`src/rtl/button_input_pkg.sv`:
```
// rtl/button_input_pkg.sv - shared constants and status-word packing for button_input
//
// Purpose: SoC-level constants for the button block (register field offsets,
//          write-1-to-clear bit offsets, default debounce time) and a helper
//          that assembles the 32-bit status word.
// Contents:
//   STABLE_LSB / PRESS_LSB / RELEASE_LSB   rdata field offsets
//   PRESS_CLR_LSB / RELEASE_CLR_LSB        wdata clear-mask offsets
//   DEBOUNCE_CYCLES_DEFAULT                stable time in clk cycles
//   pack_status()                          builds rdata from the three fields

package button_input_pkg;

  localparam int STABLE_LSB  = 0;
  localparam int PRESS_LSB   = 4;
  localparam int RELEASE_LSB = 8;

  localparam int PRESS_CLR_LSB   = 0;
  localparam int RELEASE_CLR_LSB = 4;

  localparam int DEBOUNCE_CYCLES_DEFAULT = 500000;

  // Fields are zero-extended to 8 bits by the caller; unused bits stay 0.
  function automatic logic [31:0] pack_status(input logic [7:0] stb,
                                              input logic [7:0] prs,
                                              input logic [7:0] rel);
    logic [31:0] word;
    word = ({24'h0, stb} << STABLE_LSB)
         | ({24'h0, prs} << PRESS_LSB)
         | ({24'h0, rel} << RELEASE_LSB);
    return word;
  endfunction

endpackage

```
`src/rtl/button_input_if.sv`:
```
// rtl/button_input_if.sv - register bus interface for button_input
//
// Purpose: groups the simple strobe-based register bus.
// Signals:
//   wdata [7:0]  write data (flag clear masks)
//   sel          device select
//   wstrb        write strobe
//   rstrb        read strobe (no side effects)
//   rdata [31:0] read data, driven by the slave
// Modports: master (bus initiator), slave (button_input)

interface button_input_if;
  logic [7:0]  wdata;
  logic        sel;
  logic        wstrb;
  logic        rstrb;
  logic [31:0] rdata;

  modport master (output wdata, output sel, output wstrb, output rstrb, input rdata);
  modport slave  (input wdata, input sel, input wstrb, input rstrb, output rdata);
endinterface

```
`src/rtl/btn_debounce.sv`:
```
// rtl/btn_debounce.sv - per-button synchronizer, debounce counter and edge pulses
//
// Purpose: brings one asynchronous pin into the clk domain and only accepts a
//          new level after it has been seen DEBOUNCE_CYCLES consecutive cycles.
// Ports:
//   clk      system clock
//   reset    synchronous active-high reset
//   btn_raw  asynchronous pin
//   stable   debounced level
//   rise     one-cycle high on the edge where stable goes 0->1
//   fall     one-cycle high on the edge where stable goes 1->0

module btn_debounce #(
  parameter int DEBOUNCE_CYCLES = 4
) (
  input  logic clk,
  input  logic reset,
  input  logic btn_raw,
  output logic stable,
  output logic rise,
  output logic fall
);

  localparam int CNT_W = (DEBOUNCE_CYCLES > 2) ? $clog2(DEBOUNCE_CYCLES) : 1;
  localparam logic [CNT_W-1:0] CNT_MAX = CNT_W'(DEBOUNCE_CYCLES - 1);

  logic             sync1;
  logic             sync2;
  logic [CNT_W-1:0] cnt;
  logic             differ;
  logic             settle;

  assign differ = sync2 ^ stable;
  // settle is the edge on which stable takes the new level.
  assign settle = differ && (cnt == CNT_MAX);

  // Pulses come from registered state only, so the flag logic never sees BTN directly.
  assign rise = settle & sync2;
  assign fall = settle & ~sync2;

  always_ff @(posedge clk) begin
    if (reset) begin
      sync1  <= 1'b0;
      sync2  <= 1'b0;
      stable <= 1'b0;
      cnt    <= '0;
    end else begin
      sync1 <= btn_raw;
      sync2 <= sync1;
      if (!differ) begin
        // Any agreement, including a pin that bounced back, restarts the count.
        cnt <= '0;
      end else if (settle) begin
        stable <= sync2;
        cnt    <= '0;
      end else begin
        cnt <= cnt + 1'b1;
      end
    end
  end

endmodule

```
`src/rtl/button_input.sv`:
```
// rtl/button_input.sv - debounced button inputs with press/release flags and irq
//
// Purpose: one btn_debounce per pin; sticky press/release flags cleared by
//          write-1-to-clear; status readable over the register bus.
// Ports:
//   clk    system clock
//   reset  synchronous active-high reset
//   bus    register bus (slave): wdata/sel/wstrb/rstrb in, rdata out
//   BTN    raw asynchronous pins, active-high
//   irq    high while any press or release flag is set

module button_input
  import button_input_pkg::*;
#(
  parameter int N_BTN           = 4,
  parameter int DEBOUNCE_CYCLES = DEBOUNCE_CYCLES_DEFAULT
) (
  input  logic               clk,
  input  logic               reset,
  button_input_if.slave      bus,
  input  logic [N_BTN-1:0]   BTN,
  output logic               irq
);

  logic [N_BTN-1:0] stable;
  logic [N_BTN-1:0] rise;
  logic [N_BTN-1:0] fall;
  logic [N_BTN-1:0] press_flag;
  logic [N_BTN-1:0] rel_flag;
  logic [N_BTN-1:0] clr_press;
  logic [N_BTN-1:0] clr_rel;
  logic [15:0]      wdata_ext;
  logic             wr_en;
  logic             unused_bus;

  // Widened so release-clear indices past bit 7 read as 0 rather than out of range.
  assign wdata_ext = {8'h00, bus.wdata};
  assign wr_en     = bus.sel & bus.wstrb;

  for (genvar i = 0; i < N_BTN; i++) begin : g_btn
    btn_debounce #(
      .DEBOUNCE_CYCLES(DEBOUNCE_CYCLES)
    ) u_debounce (
      .clk    (clk),
      .reset  (reset),
      .btn_raw(BTN[i]),
      .stable (stable[i]),
      .rise   (rise[i]),
      .fall   (fall[i])
    );

    assign clr_press[i] = wr_en & wdata_ext[PRESS_CLR_LSB + i];
    assign clr_rel[i]   = wr_en & wdata_ext[RELEASE_CLR_LSB + i];
  end

  // A new edge in the same cycle as a clear keeps the flag set.
  always_ff @(posedge clk) begin
    if (reset) begin
      press_flag <= '0;
      rel_flag   <= '0;
    end else begin
      press_flag <= rise | (press_flag & ~clr_press);
      rel_flag   <= fall | (rel_flag & ~clr_rel);
    end
  end

  assign irq = (|press_flag) | (|rel_flag);

  assign bus.rdata = bus.sel ? pack_status(8'(stable), 8'(press_flag), 8'(rel_flag))
                             : 32'h0000_0000;

  // Reads have no side effects; rstrb and spare wdata bits are intentionally ignored.
  assign unused_bus = ^{bus.rstrb, wdata_ext};

endmodule

```
`src/flat_wrapper.sv`:
```
// flat-port wrapper written by rule: the top's interface ports become plain ports
module button_input_flat import button_input_pkg::*;
#(
  parameter int N_BTN           = 4,
  parameter int DEBOUNCE_CYCLES = DEBOUNCE_CYCLES_DEFAULT
)
  (clk, reset, BTN, irq, bus_wdata, bus_sel, bus_wstrb, bus_rstrb, bus_rdata);
  button_input_if bus_i ();
  input  logic clk;
  input  logic reset;
  input  logic [N_BTN-1:0] BTN;
  output logic irq;
  input wire logic [$bits(bus_i.wdata)-1:0] bus_wdata;
  input wire logic [$bits(bus_i.sel)-1:0] bus_sel;
  input wire logic [$bits(bus_i.wstrb)-1:0] bus_wstrb;
  input wire logic [$bits(bus_i.rstrb)-1:0] bus_rstrb;
  output wire logic [$bits(bus_i.rdata)-1:0] bus_rdata;
  assign bus_i.wdata = bus_wdata;
  assign bus_i.sel = bus_sel;
  assign bus_i.wstrb = bus_wstrb;
  assign bus_i.rstrb = bus_rstrb;
  assign bus_rdata = bus_i.rdata;
  button_input #(.N_BTN(N_BTN), .DEBOUNCE_CYCLES(DEBOUNCE_CYCLES)) u_core (.clk(clk), .reset(reset), .bus(bus_i), .BTN(BTN), .irq(irq));
endmodule
```
`config.mk`:
```
export PLATFORM = sky130hd
export DESIGN_NAME = button_input_flat
export DESIGN_NICKNAME = d
export VERILOG_FILES = /design/src/rtl/button_input_pkg.sv /design/src/rtl/button_input_if.sv /design/src/rtl/btn_debounce.sv /design/src/rtl/button_input.sv /design/src/flat_wrapper.sv
export SDC_FILE = /design/constraint.sdc
export NUM_CORES = 1
export LEC_CHECK = 0
export BUFFER_PORTS_ARGS = -buffer_cell sky130_fd_sc_hd__clkbuf_2
export CAP_MARGIN = 5
export CORE_ASPECT_RATIO = 0.6
export CORE_MARGIN = 2
export CORE_UTILIZATION = 52
export DETAILED_ROUTE_END_ITERATION = 12
export GPL_ROUTABILITY_DRIVEN = 1
export GPL_TIMING_DRIVEN = 0
export PLACE_DENSITY = 0.75
export SKIP_LAST_GASP = 1
export SYNTH_ARGS = -nofsm -noshare
export SYNTH_HDL_FRONTEND = slang
export SYNTH_SLANG_ARGS = --single-unit
```
`constraint.sdc`:
```
create_clock -name clk -period 2.2 [get_ports clk]
set_input_delay 0.33 -clock clk [delete_from_list [all_inputs] [get_ports clk]]
set_output_delay 0.33 -clock clk [all_outputs]
set_load 0.01 [all_outputs]
```
==> impl_results.md <==
- Fin crit share: 96.5%
- Sequential Power Share: between 50% and 60%
- CTS buffer count: 9
- Min-Delay Path Depth: 2
- Antenna violation net count after detailed routing: 0
- Number of synthesized flops with an enable pin: 0
- Logic pwr share: around 3.2%
- Hold WC Path Type: primary input to flip-flop
- CP arrival: between 2 and 2.5 ns
- Pre-Repair DR Iteration Count: 5
- Register area share after synthesis: a little over two fifths
- CP required: roughly 2.5 ns
- Max Slew Vio Count: 0
- Share of cells above drive strength 1: 14.0%
- Worst slew pin tran: between 0.5 and 0.6 ns
- Synth Warn #: 0
- Routed WL: about 9.6 mm
- Post-synth ARST share: 0%
- GR Util All Layers: between 20% and 30%
- Detailed placement HPWL: between 7 and 8 mm
- Relative slew slack: 59.7%
- Congestion Overflow GR: 0
- Chip height: 75.9 µm
- Post-Syn Area per Cell: approximately 8.6 µm²
- H-tree lvl count: 3
- Switch share: between 10% and 20%
- Most frequent cells in the layout: dfxtp_1, nor2_1, xnor2_1
- Wire length per cell: around 14 µm
- Rows: 26
- Area post-placement: between 4000 and 5000 µm²
- Largest net degree at the start of global routing: 15
- Routed vias: 3,725
- Pwr Density: 675 nW/µm²
- Vias in the first global route: approximately 3,400
- Synthesized area: 4480 µm²
- Clock buffer depth: 2
- Worst Skew: about 0.0063 ns
- Area of the multi-input gates: between 2000 and 2500 µm²
- Most common cell after layout, fill and taps aside: dfxtp_1
- Worst Reg-to-Reg Cells: 7
- F_max: about 470 MHz
- Reg2reg start: u_core.g_btn[0].u_debounce.cnt[0]$_SDFF_PP0_
- RD Place Congestion: about 0.86
- R2R Setup Slk: between 0.07 and 0.08 ns
- N_diodes: 0
- CTS sink cnt: 96
- CTS Root Cell: clkbuf_16
- Int Pwr: ~2.8 mW
- Xor and xnor fraction of the mapped netlist area: between 10% and 20%
- Hold_buf cts: 0
- Fin nets: between 600 and 700
- Largest family of logic cells by synthesized area: simple AND/OR/NAND/NOR gates
- Adder-Cell Fraction of Synth Area: under 10%
- Post-route cell area: between 5000 and 6000 µm²
- CP max FO: 6
- Global-route wire length before repair: 15.7 mm
- Simple-gate share of the synthesized area: 32.0%
- Starting density of the core: a little over half
- Status: finished, final reports clean
- Initial DRC count: approximately 220
- DR vias/cell: ~5.4
- Multiplexer area fraction after synthesis: about 1.2%
- Max-cap viol count: 0
- Initial antenna violation count: 0
- CTS tree: yes
- P&R area growth vs syn: 15.6%
- RSZ-0062 raised after global routing: yes
- Synth Area in Compound Gates: under 10%
- DIE AREA: about 9400 µm²
- Post-route DRC violation count: 0
- Endpoints failing setup: 0
- Fin. Hold Viols: 0
- Reg2reg end: u_core.rel_flag[0]$_SDFF_PP0_
- Setup_tns: 0 ns
- Syn Inst Count: between 500 and 600
- NetSw: slightly below 0.7 mW
- Most area-consuming cells after synthesis: dfxtp_1, xnor2_1, nor2_1
- Crit start category: flip-flop
- Register area: 1920 µm²
- Max VDD drop: 0.487 mV
- Number of port buffers: 28
- Core Region: ~8400 µm²
- Synth top area share: 42.9%
- Hold path endpoint: u_core.g_btn[3].u_debounce.sync1$_SDFF_PP0_
- CP endpoint kind: flip-flop
- Main synth FF type: dfxtp_1
- Synth Register Bits: 96
- Hold path startpoint: BTN[3]
- Clock Latency Late Sink: 0.34 ns
- Kind of critical path: flip-flop to flip-flop
- Fillers: 735
- Die width: ~120 µm
- I/O pins: 50
- Unique masters post-synth: 46
- Clock Pin Slew Worst Setup and Hold Paths: about 0.06 ns
- Cell accounting for the most synthesized area: dfxtp_1
- Final worst path period need: around 2.1 ns
- Clock power share: between 40% and 50%
- Leak Pwr: roughly 1.7 nW
## worst max path at each step
stage                                                  from                                              to
2_1_floorplan  u_core.g_btn[2].u_debounce.cnt[0]$_SDFF_PP0_  u_core.g_btn[2].u_debounce.stable$_SDFFE_PP0P_
3_3_place_gp   u_core.g_btn[0].u_debounce.cnt[0]$_SDFF_PP0_   u_core.g_btn[0].u_debounce.cnt[16]$_SDFF_PP0_
3_5_place_dp   u_core.g_btn[3].u_debounce.cnt[0]$_SDFF_PP0_   u_core.g_btn[3].u_debounce.cnt[14]$_SDFF_PP0_
4_1_cts        u_core.g_btn[0].u_debounce.cnt[0]$_SDFF_PP0_   u_core.g_btn[0].u_debounce.cnt[13]$_SDFF_PP0_
5_1_grt        u_core.g_btn[0].u_debounce.cnt[0]$_SDFF_PP0_                   u_core.rel_flag[0]$_SDFF_PP0_
6_report       u_core.g_btn[0].u_debounce.cnt[0]$_SDFF_PP0_                   u_core.rel_flag[0]$_SDFF_PP0_
## critical path: stages (launching register included)
cell      delay, ns
dfxtp_1        0.38
ha_1           0.22
and3_1         0.16
clkbuf_1       0.25
nand4_1        0.30
buf_4          0.23
or3_1          0.37
a21oi_1        0.14
## synth_stat cells, drive strengths merged, types with 2 or more instances
library cell / instances
mux2i: 2
or3: 7
and3: 4
mux2: 3
nor3: 20
xnor2: 42
buf: 25
nand2b: 5
o31ai: 5
inv: 11
or2: 3
and2: 15
nand3: 24
o21ai: 9
or4: 7
o2bb2ai: 6
clkbuf: 9
dfxtp: 96
nand4: 26
xor2: 17
nor2b: 16
nor4: 19
nand2: 37
nor4b: 3
and4: 5
ha: 4
nor2: 79
a21oi: 14
## repair_timing
action | CTS | global route
endpoints found under the setup margin | 0 | 30
buffers inserted | 0 | 3
gates resized for setup | 0 | 3
## logic make-up (layout without fill, tap and decap cells)
group | Yosys count | count (layout)
buf+inv | 45 | 90
compound gates | 37 | 37
other cells | 1 | 20
simple gates | 273 | 273
mux | 5 | 5
flops | 96 | 96
fa+ha+maj | 4 | 4
xor+xnor | 59 | 59
## through the flow
| step | power [mW] | setup WS, ns | cells | utilization, % | hold WS, ns |
|---|---|---|---|---|---|
| after floorplan | 1.87 | 0.233 | 539 | - | 0.414 |
| after global placement | 1.90 | 0.124 | 679 | 57.4 | 0.429 |
| after detailed placement | 1.90 | 0.0494 | 679 | 57.4 | 0.435 |
| after CTS | 3.54 | 0.00418 | 693 | 61.0 | 0.188 |
| after global routing | 3.62 | -0.0528 | 696 | 61.5 | 0.220 |
| final | 3.50 | 0.0771 | 696 | 61.5 | 0.207 |
## layer usage
layer / wire (µm) / up-vias / GRT usage [%]
met5: 0 / - / 0
met3: 535 / 12 / 6.55
met2: 4240 / 89 / 31.5
met1: 4780 / 1740 / 29.8
li1: - / 1884 / -
met4: 91 / 0 / 5.00
## flip-flops by register name, summed over array words and instances, names as in the netlist
signal	count
u_core.g_btn.u_debounce.cnt	76
u_core.g_btn.u_debounce.stable	4
u_core.g_btn.u_debounce.sync1	4
u_core.g_btn.u_debounce.sync2	4
u_core.press_flag	4
u_core.rel_flag	4
## cell type report
cell class	count	area share, %
inverter	11	0.797
buffer	34	4.15
clock inverter	4	1.35
timing repair buffer	31	3.14
tap	112	2.71
sequential	96	37.1
clock buffer	10	4.61
multi-input combinational	398	46.1
## power by group through the flow
stage	clock network [mW]	logic, mW	registers (mW)
floorplan	0	0.0784	1.79
global placement	0	0.106	1.79
detailed placement	0	0.108	1.79
CTS	1.68	0.108	1.75
global route	1.74	0.123	1.75
finish	1.63	0.111	1.75
(Power assumes the default switching activity.)
